**src/rtl/program_sequencer.sv**
```systemverilog
// rtl/program_sequencer.sv - program counter, next-fetch address mux and subroutine return stack
module program_sequencer #(
    parameter int STACK_DEPTH = 4
) (
    input  logic       clk,
    input  logic       sync_reset,
    input  logic       jmp,
    input  logic       jmp_nz,
    input  logic       call,
    input  logic       ret,
    input  logic [3:0] jmp_addr,
    input  logic       dont_jmp,
    output logic [7:0] pm_addr,
    output logic [7:0] pc,
    output logic [2:0] sp,
    output logic       stack_ovf,
    output logic       stack_unf,
    output logic [7:0] from_PS
);

    localparam int         IW      = (STACK_DEPTH > 1) ? $clog2(STACK_DEPTH) : 1;
    localparam logic [2:0] SP_FULL = 3'(STACK_DEPTH);

    logic [7:0] stack [STACK_DEPTH];
    logic [7:0] pc_inc;
    logic [7:0] target;
    logic [7:0] stack_top;
    logic       do_push;
    logic       do_pop;
    logic       set_ovf;
    logic       set_unf;

    assign pc_inc    = pc + 8'd1;
    assign target    = {jmp_addr, 4'h0};
    assign stack_top = stack[IW'(sp - 3'd1)];
    assign from_PS   = pc;

    // Only the highest-priority control acts; lower ones have no side effects.
    always_comb begin
        pm_addr = pc_inc;
        do_push = 1'b0;
        do_pop  = 1'b0;
        set_ovf = 1'b0;
        set_unf = 1'b0;
        if (sync_reset) begin
            pm_addr = 8'h00;
        end else if (jmp) begin
            pm_addr = target;
        end else if (jmp_nz) begin
            pm_addr = dont_jmp ? pc_inc : target;
        end else if (call) begin
            pm_addr = target;
            if (sp == SP_FULL) begin
                set_ovf = 1'b1;
            end else begin
                do_push = 1'b1;
            end
        end else if (ret) begin
            if (sp == 3'd0) begin
                set_unf = 1'b1;
            end else begin
                pm_addr = stack_top;
                do_pop  = 1'b1;
            end
        end
    end

    always_ff @(posedge clk) begin
        if (sync_reset) begin
            pc        <= 8'h00;
            sp        <= 3'd0;
            stack_ovf <= 1'b0;
            stack_unf <= 1'b0;
        end else begin
            pc <= pm_addr;
            if (do_push) begin
                stack[IW'(sp)] <= pc_inc;
                sp             <= sp + 3'd1;
            end else if (do_pop) begin
                sp <= sp - 3'd1;
            end
            if (set_ovf) stack_ovf <= 1'b1;
            if (set_unf) stack_unf <= 1'b1;
        end
    end

endmodule

```
**config.mk**
```make
export PLATFORM = sky130hd
export DESIGN_NAME = program_sequencer
export DESIGN_NICKNAME = d
export VERILOG_FILES = /design/src/rtl/program_sequencer.sv
export SDC_FILE = /design/constraint.sdc
export NUM_CORES = 1
export LEC_CHECK = 0
export CAP_MARGIN = 25
export CORE_AREA = 4 4 75 70
export DETAILED_ROUTE_END_ITERATION = 6
export DIE_AREA = 0 0 79 74
export PLACE_DENSITY = 0.7
export SLEW_MARGIN = 30
export SYNTH_ARGS = -nofsm -noshare
export SYNTH_HDL_FRONTEND = slang
export SYNTH_SLANG_ARGS = --single-unit
```
**constraint.sdc**
```tcl
create_clock -name clk -period 4.9 [get_ports clk]
set_input_delay 0.98 -clock clk [delete_from_list [all_inputs] [get_ports clk]]
set_output_delay 0.98 -clock clk [all_outputs]
set_load 0.01 [all_outputs]
```
==> impl_metrics.yaml, run 1 <==
status:
  status: "completed"
floorplanning:
  die_w_um: 79
  start_util_pct: 48.1
  row_count: 23
  core_sq_um: 4430
  ios: 40
  die-area_sq_um: 5850
  dieHeight_um: 74
routing:
  drt_wl_total_mm: 4.63
  drc: 0
  dr.first_iter.drc_count: 88
  wire_per_inst_um: 17.7
  vias: 1392
  first_pass_iters: 4
  viasPerCell: 5.33
  postRouteAntennaNets: 0
placement:
  gp_congestion: 0.814
  hpwl_mm: 3.33
  port_buffers: 39
  place_ws_ps: 750
clock_tree:
  clkLatencyLatePin_ps: 300
  cts_tree: "built"
  hold_buffers: 0
  cts_resized: 0
  cts_setup_buffers: 0
  htree_levels: 2
  cts_buffer_depth: 2
  cts_root_buf: "clkbuf_8"
  cts_buffers: 5
  path_clk_slew_ps: 80
  cts.sink_count: 45
synthesis:
  netlist_instances: 163
  ys.warnings.count: 0
  synth_nets: 180
  syn-cell-area_sq_um: 2130
  syn_avg_cell_area_sq_um: 13.1
  ys_seq_area_share_pct: 57.3
  synth_seq_cells: 45
  ys_types: 36
worst_setup_path:
  worstPathArrival_ps: 3170
  critPathKind: "in -> out"
  required_ps: 3920
  end_kind: "primary output"
  cp_max_fo: 8
  startpoint_type: "primary input"
cells_and_area:
  area_growth_pct: 23.0
  diodes: 0
  drive_gt1_share_pct: 12.1
  nNetsFinal: 215
global_routing:
  grt_max_degree: 15
  grt_overflow_total: 0
  antenna_found_initial: 0
  grt_pass1_wl_mm: 7.31
  grt_usage_pct: 17.0
  grt_pass1_vias: 1431
sta:
  finalCritPeriodShare_pct: 84.7
  drv_slew: 0
  rsz0062_at_grt: "false"
  relSlewSlack_pct: 65.8
  skew_ps: 10.2
  setup_ws_ps: 751
  hold_ws_ps: 495
  fin_crit_ps: 4150
  worst_pin_slew_ps: 513
  setup-violations-final: 0
  clock.fmax_mhz: 241
  finalSetupTns_ps: 0
  hold_violations: 0
pwr:
  p_total_uw: 754
  pwr_density_cell_nw_per_um2: 287
  peakVddDrop_uv: 185
  p_leak_uw: 0.000886
worst_hold_path:
  hold_class: "reg -> reg"
job:
  drv_cap: 0
final timing paths:
check / slack, ps / from / to / depth (start not counted)
setup / recovery: 750 / jmp_nz / pm_addr[4] / 6
hold / removal: 490 / stack_unf$_SDFFE_PP0P_ / stack_unf$_SDFFE_PP0P_ / 2
setup reg to reg: 2680 / sp[0]$_SDFFE_PP0P_ / from_PS[6]$_SDFF_PP0_ / 6
hold reg to reg: 490 / stack_unf$_SDFFE_PP0P_ / stack_unf$_SDFFE_PP0P_ / 2
synth_stat cells, drive strengths merged:
cell | n | area [sq um]
a211o | 1 | 8.76
a211oi | 2 | 15.0
a21oi | 5 | 25.0
a221oi | 1 | 15.0
a22oi | 1 | 7.51
a311o | 1 | 10.0
a31oi | 5 | 31.3
and2 | 5 | 31.3
and3 | 2 | 12.5
and3b | 1 | 8.76
and4 | 1 | 8.76
buf | 12 | 92.6
clkbuf | 1 | 5.00
dfxtp | 13 | 260
edfxtp | 32 | 961
ha | 6 | 75.1
inv | 6 | 22.5
mux2i | 3 | 30.0
mux4 | 8 | 180
nand2 | 12 | 45.0
nand2b | 1 | 6.26
nand3 | 6 | 30.0
nand3b | 1 | 7.51
nor2 | 11 | 41.3
nor3 | 5 | 25.0
nor4 | 1 | 6.26
o211ai | 1 | 7.51
o21a | 7 | 52.6
o221a | 3 | 33.8
o32ai | 1 | 8.76
or2 | 1 | 6.26
or2b | 1 | 8.76
xnor2 | 3 | 26.3
xor2 | 3 | 26.3
state kept, by name, indices dropped and copies added (netlist names):
register,count
stack,32
from_PS,8
sp,3
stack_ovf,1
stack_unf,1
cell usage in the layout (no fill, tap or decap):
| cell | netlist | final |
|---|---|---|
| and2_1 | 5 | 5 |
| or2b_2 | 1 | 1 |
| and3_1 | 2 | 2 |
| o211ai_1 | 1 | 1 |
| ha_1 | 6 | 6 |
| a211oi_1 | 2 | 2 |
| nand2_1 | 12 | 12 |
| xor2_1 | 3 | 3 |
| a22oi_1 | 1 | 1 |
| nor2_1 | 11 | 11 |
| edfxtp_1 | 32 | 32 |
| o32ai_1 | 1 | 1 |
| nor3_1 | 5 | 5 |
| nor4_1 | 1 | 1 |
| clkdlybuf4s50_1 | 0 | 39 |
| a311o_1 | 1 | 1 |
| a221oi_2 | 1 | 1 |
| mux4_2 | 8 | 8 |
| buf_4 | 8 | 2 |
| and3b_1 | 1 | 1 |
| nand3b_1 | 1 | 1 |
| or2_2 | 1 | 1 |
| a21oi_1 | 5 | 5 |
| o21a_1 | 7 | 7 |
| a211o_1 | 1 | 1 |
| dfxtp_1 | 13 | 13 |
| and4_1 | 1 | 1 |
| a31oi_1 | 5 | 5 |
| xnor2_1 | 3 | 3 |
| clkbuf_8 | 0 | 7 |
| nand2b_1 | 1 | 1 |
| o221a_2 | 3 | 3 |
| mux2i_1 | 3 | 3 |
| inv_6 | 0 | 1 |
| nand3_1 | 6 | 6 |
| inv_1 | 6 | 6 |
logic make-up after synthesis:
family,after synthesis,synth area share (%)
buffers and inverters,19,5.63
AO/OA/AOI/OAI,28,10.1
flip-flops,45,57.3
adder cells (fa/ha/maj),6,3.52
multiplexers,11,9.86
AND/OR/NAND/NOR,48,11.2
XOR/XNOR,6,2.47
critical path, stage by stage:
cell and delay (ps):
clkdlybuf4s50_1 530, or2_2 350, a21oi_1 320, o32ai_1 180, a211oi_1 210, clkdlybuf4s50_1 590
report_power, final:
| part | internal, uW | leakage (uW) | switching (uW) |
|---|---|---|---|
| Combinational | 41.6 | 0.000436 | 39.4 |
| Clock | 130 | 0.0000549 | 125 |
| Sequential | 412 | 0.000395 | 5.25 |
| Total | 584 | 0.000886 | 169 |
routing by layer:
metal / share of wire [%] / GRT usage [%]
met4: 0.99 / 4.77
met5: 0 / 0
met3: 5.7 / 3.87
met1: 43 / 21.5
met2: 50 / 29.6
metrics by stage:
step	cells	instance area, sq um	util, %
4_1_cts	261	2620	59.2
3_3_place_gp	253	2520	56.8
5_1_grt	261	2620	59.2
6_report	261	2620	59.2
2_1_floorplan	163	2130	-
3_5_place_dp	253	2520	56.8
final cells by class:
class	count	area (sq um)
Fill cell	373	1810
Tap cell	62	77.6
Timing Repair Buffer	41	405
Clock buffer	7	96.3
Sequential cell	45	1220
Inverter	6	22.5
Multi-Input combinational cell	99	791
Clock inverter	1	8.76
No activity file was read; power rests on OpenSTA's default activity.
==> run 2: changes to the inputs <==
==> constraint.sdc (replaced) <==
create_clock -name clk -period 4.2 [get_ports clk]
set_input_delay 0.84 -clock clk [delete_from_list [all_inputs] [get_ports clk]]
set_output_delay 0.84 -clock clk [all_outputs]
set_load 0.01 [all_outputs]
==> run 2 against run 1 <==
Compared with the run above:
- combinational power rose by 17%
- via count up 1.4%
- largest power group unchanged
- non-clock buffer count is the same
- count of clock-buffer cells in the layout shrank 1
- clock power up 9.0%
- sequential share of layout area up 0.16 points
- register-to-register slack lost 510 ps
- highest routed layer unchanged
- utilization is 0.20 points lower
==> impl_metrics.yaml, run 2 (synthesis results as in run 1) <==
placement:
  port_buffers: 39
  dp_cells: 253
  place_ws_ps: 279
  hpwl_mm: 3.36
  gp_congestion: 0.816
routing:
  drc: 0
  postRouteAntennaNets: 0
  vias: 1412
  drt_wl_total_mm: 4.67
  wire_per_inst_um: 17.9
  dr.first_iter.drc_count: 117
  viasPerCell: 5.41
  first_pass_iters: 4
worst_setup_path:
  crit_slowest_cell: "clkdlybuf4s50_1"
  reg2reg_slack_ps: 2170
  cp_top_family: "buffers and inverters"
  crit_top_cell: "clkdlybuf4s50_1"
  crit_chain: "clkdlybuf4s50_1 -> or2_2 -> a21oi_1 -> o32ai_1 -> a211oi_1 -> clkdlybuf4s50_1"
  crit_buf_inv: 2
  rr_startpoint: "sp[1]$_SDFFE_PP0P_"
  r2r-end: "from_PS[3]$_SDFF_PP0_"
  reg2regPathDepth: 6
  cp_max_fo: 8
  worstPathArrival_ps: 3080
  critPathKind: "in -> out"
  startpoint_type: "primary input"
  required_ps: 3360
  slowest_delay_ps: 600
  end_kind: "primary output"
sta:
  rsz0062_at_grt: "false"
  fin_crit_ps: 3920
  worst_pin_slew_ps: 538
  hold_ws_ps: 484
  setup-violations-final: 0
  hold_violations: 0
  drv_slew: 0
  finalSetupTns_ps: 0
  relSlewSlack_pct: 64.1
  clock.fmax_mhz: 255
  finalCritPeriodShare_pct: 93.4
  setup_ws_ps: 277
  skew_ps: 3.93
global_routing:
  antenna_found_initial: 0
  grt_overflow_total: 0
  grt_max_degree: 15
  grt_pass1_wl_mm: 7.31
  grt_pass1_vias: 1404
  grt_usage_pct: 17.0
job:
  drv_cap: 0
clock_tree:
  cts_resized: 0
  cts_buffer_depth: 2
  path_clk_slew_ps: 80
  htree_levels: 2
  cts_buffers: 5
  cts_tree: "built"
  hold_buffers: 0
  cts_setup_buffers: 0
  cts.sink_count: 45
  clkLatencyLatePin_ps: 290
  cts_root_buf: "clkbuf_8"
worst_hold_path:
  min_to: "stack_ovf$_SDFFE_PP0P_"
  hold_class: "reg -> reg"
  min-delay-start: "stack_ovf$_SDFFE_PP0P_"
  min_path_cells: 2
floorplanning:
  dieHeight_um: 74
  core_sq_um: 4430
  die-area_sq_um: 5850
  die_w_um: 79
  ios: 40
  start_util_pct: 48.1
  row_count: 23
cells_and_area:
  instances_no_fill: 261
  area_growth_pct: 22.6
  final_common_cell: "clkdlybuf4s50_1"
  diodes: 0
  drive_gt1_share_pct: 12.1
  most-common-layout-cells: "39 x clkdlybuf4s50_1, 32 x edfxtp_1, 13 x dfxtp_1"
  regMostFlops: "stack"
  largest_register_ffs: 32
  n_fill_cell: 400
  nNetsFinal: 215
pwr:
  peakVddDrop_uv: 204
  p_leak_uw: 0.000882
  pwr_density_cell_nw_per_um2: 329
status:
  status: "completed"
[run 2: cell count changes in the layout (fill, tap and decap cells not counted), sizes merged]
cell    previous run  this run
clkbuf             7         6
clkinv             0         2
inv                7         6
[run 2: where the power goes]
group          switching (uW)  internal [uW]  leakage [uW]
registers                6.25            481      0.000395
logic                    46.2           48.6      0.000436
clock network             145            133     0.0000512
[run 2: metrics by stage]
stage	power (uW)	area [sq um]	util (%)
2_1_floorplan	551	2130	-
3_3_place_gp	590	2520	56.8
3_5_place_dp	592	2520	56.8
4_1_cts	864	2610	59.0
5_1_grt	896	2610	59.0
6_report	860	2610	59.0
[run 2: how the worst max path moves through the flow]
stage	from	end	slack, ps	cells past startpoint
global placement	jmp_nz	pm_addr[4]	350	6
floorplan	sp[0]$_SDFFE_PP0P_	pm_addr[0]	1440	7
CTS	jmp_nz	pm_addr[4]	260	6
finish	jmp_nz	pm_addr[4]	280	6
global route	jmp_nz	pm_addr[4]	140	6
detailed placement	jmp_nz	pm_addr[4]	280	6
[run 2: area by class of cell]
class	instances	area (sq um)	share of cell area, %
flip-flops and latches	45	1220	46.7
clock buffers	6	82.6	3.16
inverters	6	22.5	0.862
well taps	62	77.6	2.97
clock inverters	2	13.8	0.527
multi-input cells	99	791	30.3
repair buffers	41	405	15.5
[run 2: worst reg2reg max path, cell delays in order (launching register included)]
cell and delay [ps]:
dfxtp_1 380, inv_1 100, ha_1 640, mux4_2 400, nand3b_1 170, o211ai_1 130, a21oi_1 100
[run 2: layer usage]
metal | track usage (%) | vias up | wire [um]
met2 | 27.9 | 47 | 2340
met3 | 4.12 | 6 | 313
met4 | 4.58 | 0 | 39
li1 | - | 673 | -
met5 | 0 | - | 0
met1 | 22.9 | 686 | 1990
==> run 3: changes to the inputs <==
--- a/config.mk
+++ b/config.mk
@@ -9,7 +9,8 @@
 export CORE_AREA = 4 4 75 70
 export DETAILED_ROUTE_END_ITERATION = 6
 export DIE_AREA = 0 0 79 74
-export PLACE_DENSITY = 0.7
+export DONT_BUFFER_PORTS = 1
+export PLACE_DENSITY = 0.59
 export SLEW_MARGIN = 30
 export SYNTH_ARGS = -nofsm -noshare
 export SYNTH_HDL_FRONTEND = slang
==> constraint.sdc (replaced) <==
create_clock -name clk -period 4.5 [get_ports clk]
set_input_delay 0.9 -clock clk [delete_from_list [all_inputs] [get_ports clk]]
set_output_delay 0.9 -clock clk [all_outputs]
set_load 0.01 [all_outputs]
==> run 3 against run 2 <==
Compared with the run above:
- final area fell by 14%
- die area stayed put
- clock skew rose by 3.3 ps
- routed wire length is 4.5% lower
- largest cell class unchanged
- critical path type is now reg -> out
- largest power group unchanged
- highest routed layer unchanged
==> impl_metrics.yaml, run 3 (synthesis results as in run 1) <==
status:
  status: "completed"
routing:
  first_pass_iters: 4
  vias: 1282
  drt_wl_total_mm: 4.47
  viasPerCell: 5.77
  wire_per_inst_um: 20.1
  dr.first_iter.drc_count: 61
  postRouteAntennaNets: 0
  drc: 0
worst_setup_path:
  rr_startpoint: "sp[0]$_SDFFE_PP0P_"
  startpoint_type: "flop"
  worstPathArrival_ps: 2420
  cp_top_family: "adder cells"
  required_ps: 3600
  startpoint: "sp[0]$_SDFFE_PP0P_"
  crit_buf_inv: 2
  end_kind: "primary output"
  critPathKind: "reg -> out"
  crit_chain: "buf_4 -> inv_1 -> ha_1 -> mux4_2 -> mux2i_1 -> a211oi_1"
  crit_slowest_cell: "ha_1"
  cp_max_fo: 14
  slowest_delay_ps: 570
global_routing:
  top_usage_layer: "met2"
  grt_use_met3_pct: 6.30
  grt_usage_pct: 16.1
  grt_pass1_vias: 1280
  antenna_found_initial: 0
  grt_max_degree: 15
  grtUsageMet2_pct: 26.0
  grtUsageMet1_pct: 19.4
  grt_overflow_total: 0
  grt_pass1_wl_mm: 6.89
job:
  drv_cap: 0
placement:
  port_buffers: 0
  hpwl_mm: 3.28
  place_area_sq_um: 2130
  place_ws_ps: 1460
  dp_cells: 214
  gp_congestion: 0.767
cells_and_area:
  most-common-layout-cells: "32 x edfxtp_1, 13 x dfxtp_1, 12 x nand2_1"
  final_common_cell: "edfxtp_1"
  instances_no_fill: 222
  regMostFlops: "stack"
  multi_input_area_sq_um: 791
  diodes: 0
  nNetsFinal: 176
  drive_gt1_share_pct: 14.4
  largest_register_ffs: 32
  finalCoreUtilization_pct: 50.5
  seq_area_sq_um: 1220
  stdcell_area_sq_um: 2240
  area_growth_pct: 4.99
  n_fill_cell: 418
sta:
  finalCritPeriodShare_pct: 73.7
  setup_ws_ps: 1180
  relSlewSlack_pct: 63.6
  rsz0062_at_grt: "false"
  finalSetupTns_ps: 0
  hold_violations: 0
  fin_crit_ps: 3320
  worst_pin_slew_ps: 542
  skew_ps: 7.27
  setup-violations-final: 0
  drv_slew: 0
  clock.fmax_mhz: 301
pwr:
  p_switching_uw: 177
  p_int_uw: 635
  power_frac_comb_pct: 6.1
  seq_power_share_pct: 56.5
  p_leak_uw: 0.000745
  peakVddDrop_uv: 239
  pwr_density_cell_nw_per_um2: 363
  clockPowerShare_pct: 37.4
  switching_share_pct: 21.8
clock_tree:
  hold_buffers: 0
  cts_tree: "built"
  cts.sink_count: 45
  cts_root_buf: "clkbuf_8"
  path_clk_slew_ps: 80
  cts_buffers: 5
  htree_levels: 2
  cts_setup_buffers: 0
  cts_buffer_depth: 2
  clkLatencyLatePin_ps: 300
  cts_resized: 0
worst_hold_path:
  min-delay-start: "stack_ovf$_SDFFE_PP0P_"
  hold_class: "reg -> reg"
floorplanning:
  core_sq_um: 4430
  die_w_um: 79
  ios: 40
  die-area_sq_um: 5850
  start_util_pct: 48.1
  dieHeight_um: 74
  row_count: 23
[run 3: worst min-delay path, delay by kind of cell, from the launching register on]
| kind | cells | cell delay, ps |
|---|---|---|
| flops | 1 | 350 |
| simple gates | 2 | 150 |
[run 3: final timing paths]
kind | to | slack (ps) | cells past startpoint
worst max-delay path | pm_addr[4] | 1180 | 6
worst min register to register | stack_ovf$_SDFFE_PP0P_ | 540 | 2
worst max register to register | stack[3][3]$_DFFE_PP_ | 2350 | 6
worst min-delay path | stack_ovf$_SDFFE_PP0P_ | 540 | 2
[run 3: layer usage]
layer | up-vias | wire length [um]
met4 | 0 | 99
met3 | 11 | 341
met5 | - | 0
li1 | 602 | -
met1 | 632 | 1910
met2 | 37 | 2120
[run 3: layout make-up]
class                   count  area share (%)
clock buffers               6            3.24
clock inverters             2            1.73
inverters                   6            1.01
multi-input cells          99            35.3
flip-flops and latches     45            54.6
well taps                  62            3.47
repair buffers              2           0.671
[run 3: power groups by stage]
| stage | Sequential [uW] | Combinational, uW | Clock, uW |
|---|---|---|---|
| global route | 461 | 54.7 | 327 |
| detailed placement | 469 | 49.9 | 0 |
| CTS | 460 | 50.2 | 311 |
| global placement | 469 | 48.8 | 0 |
| finish | 459 | 49.7 | 304 |
| floorplan | 465 | 48.6 | 0 |
[run 3: metrics by stage]
stage	total power (uW)	hold WS [ps]
after floorplan	514	497
after detailed placement	519	535
after global routing	842	571
after CTS	821	547
after global placement	518	521
final	812	539
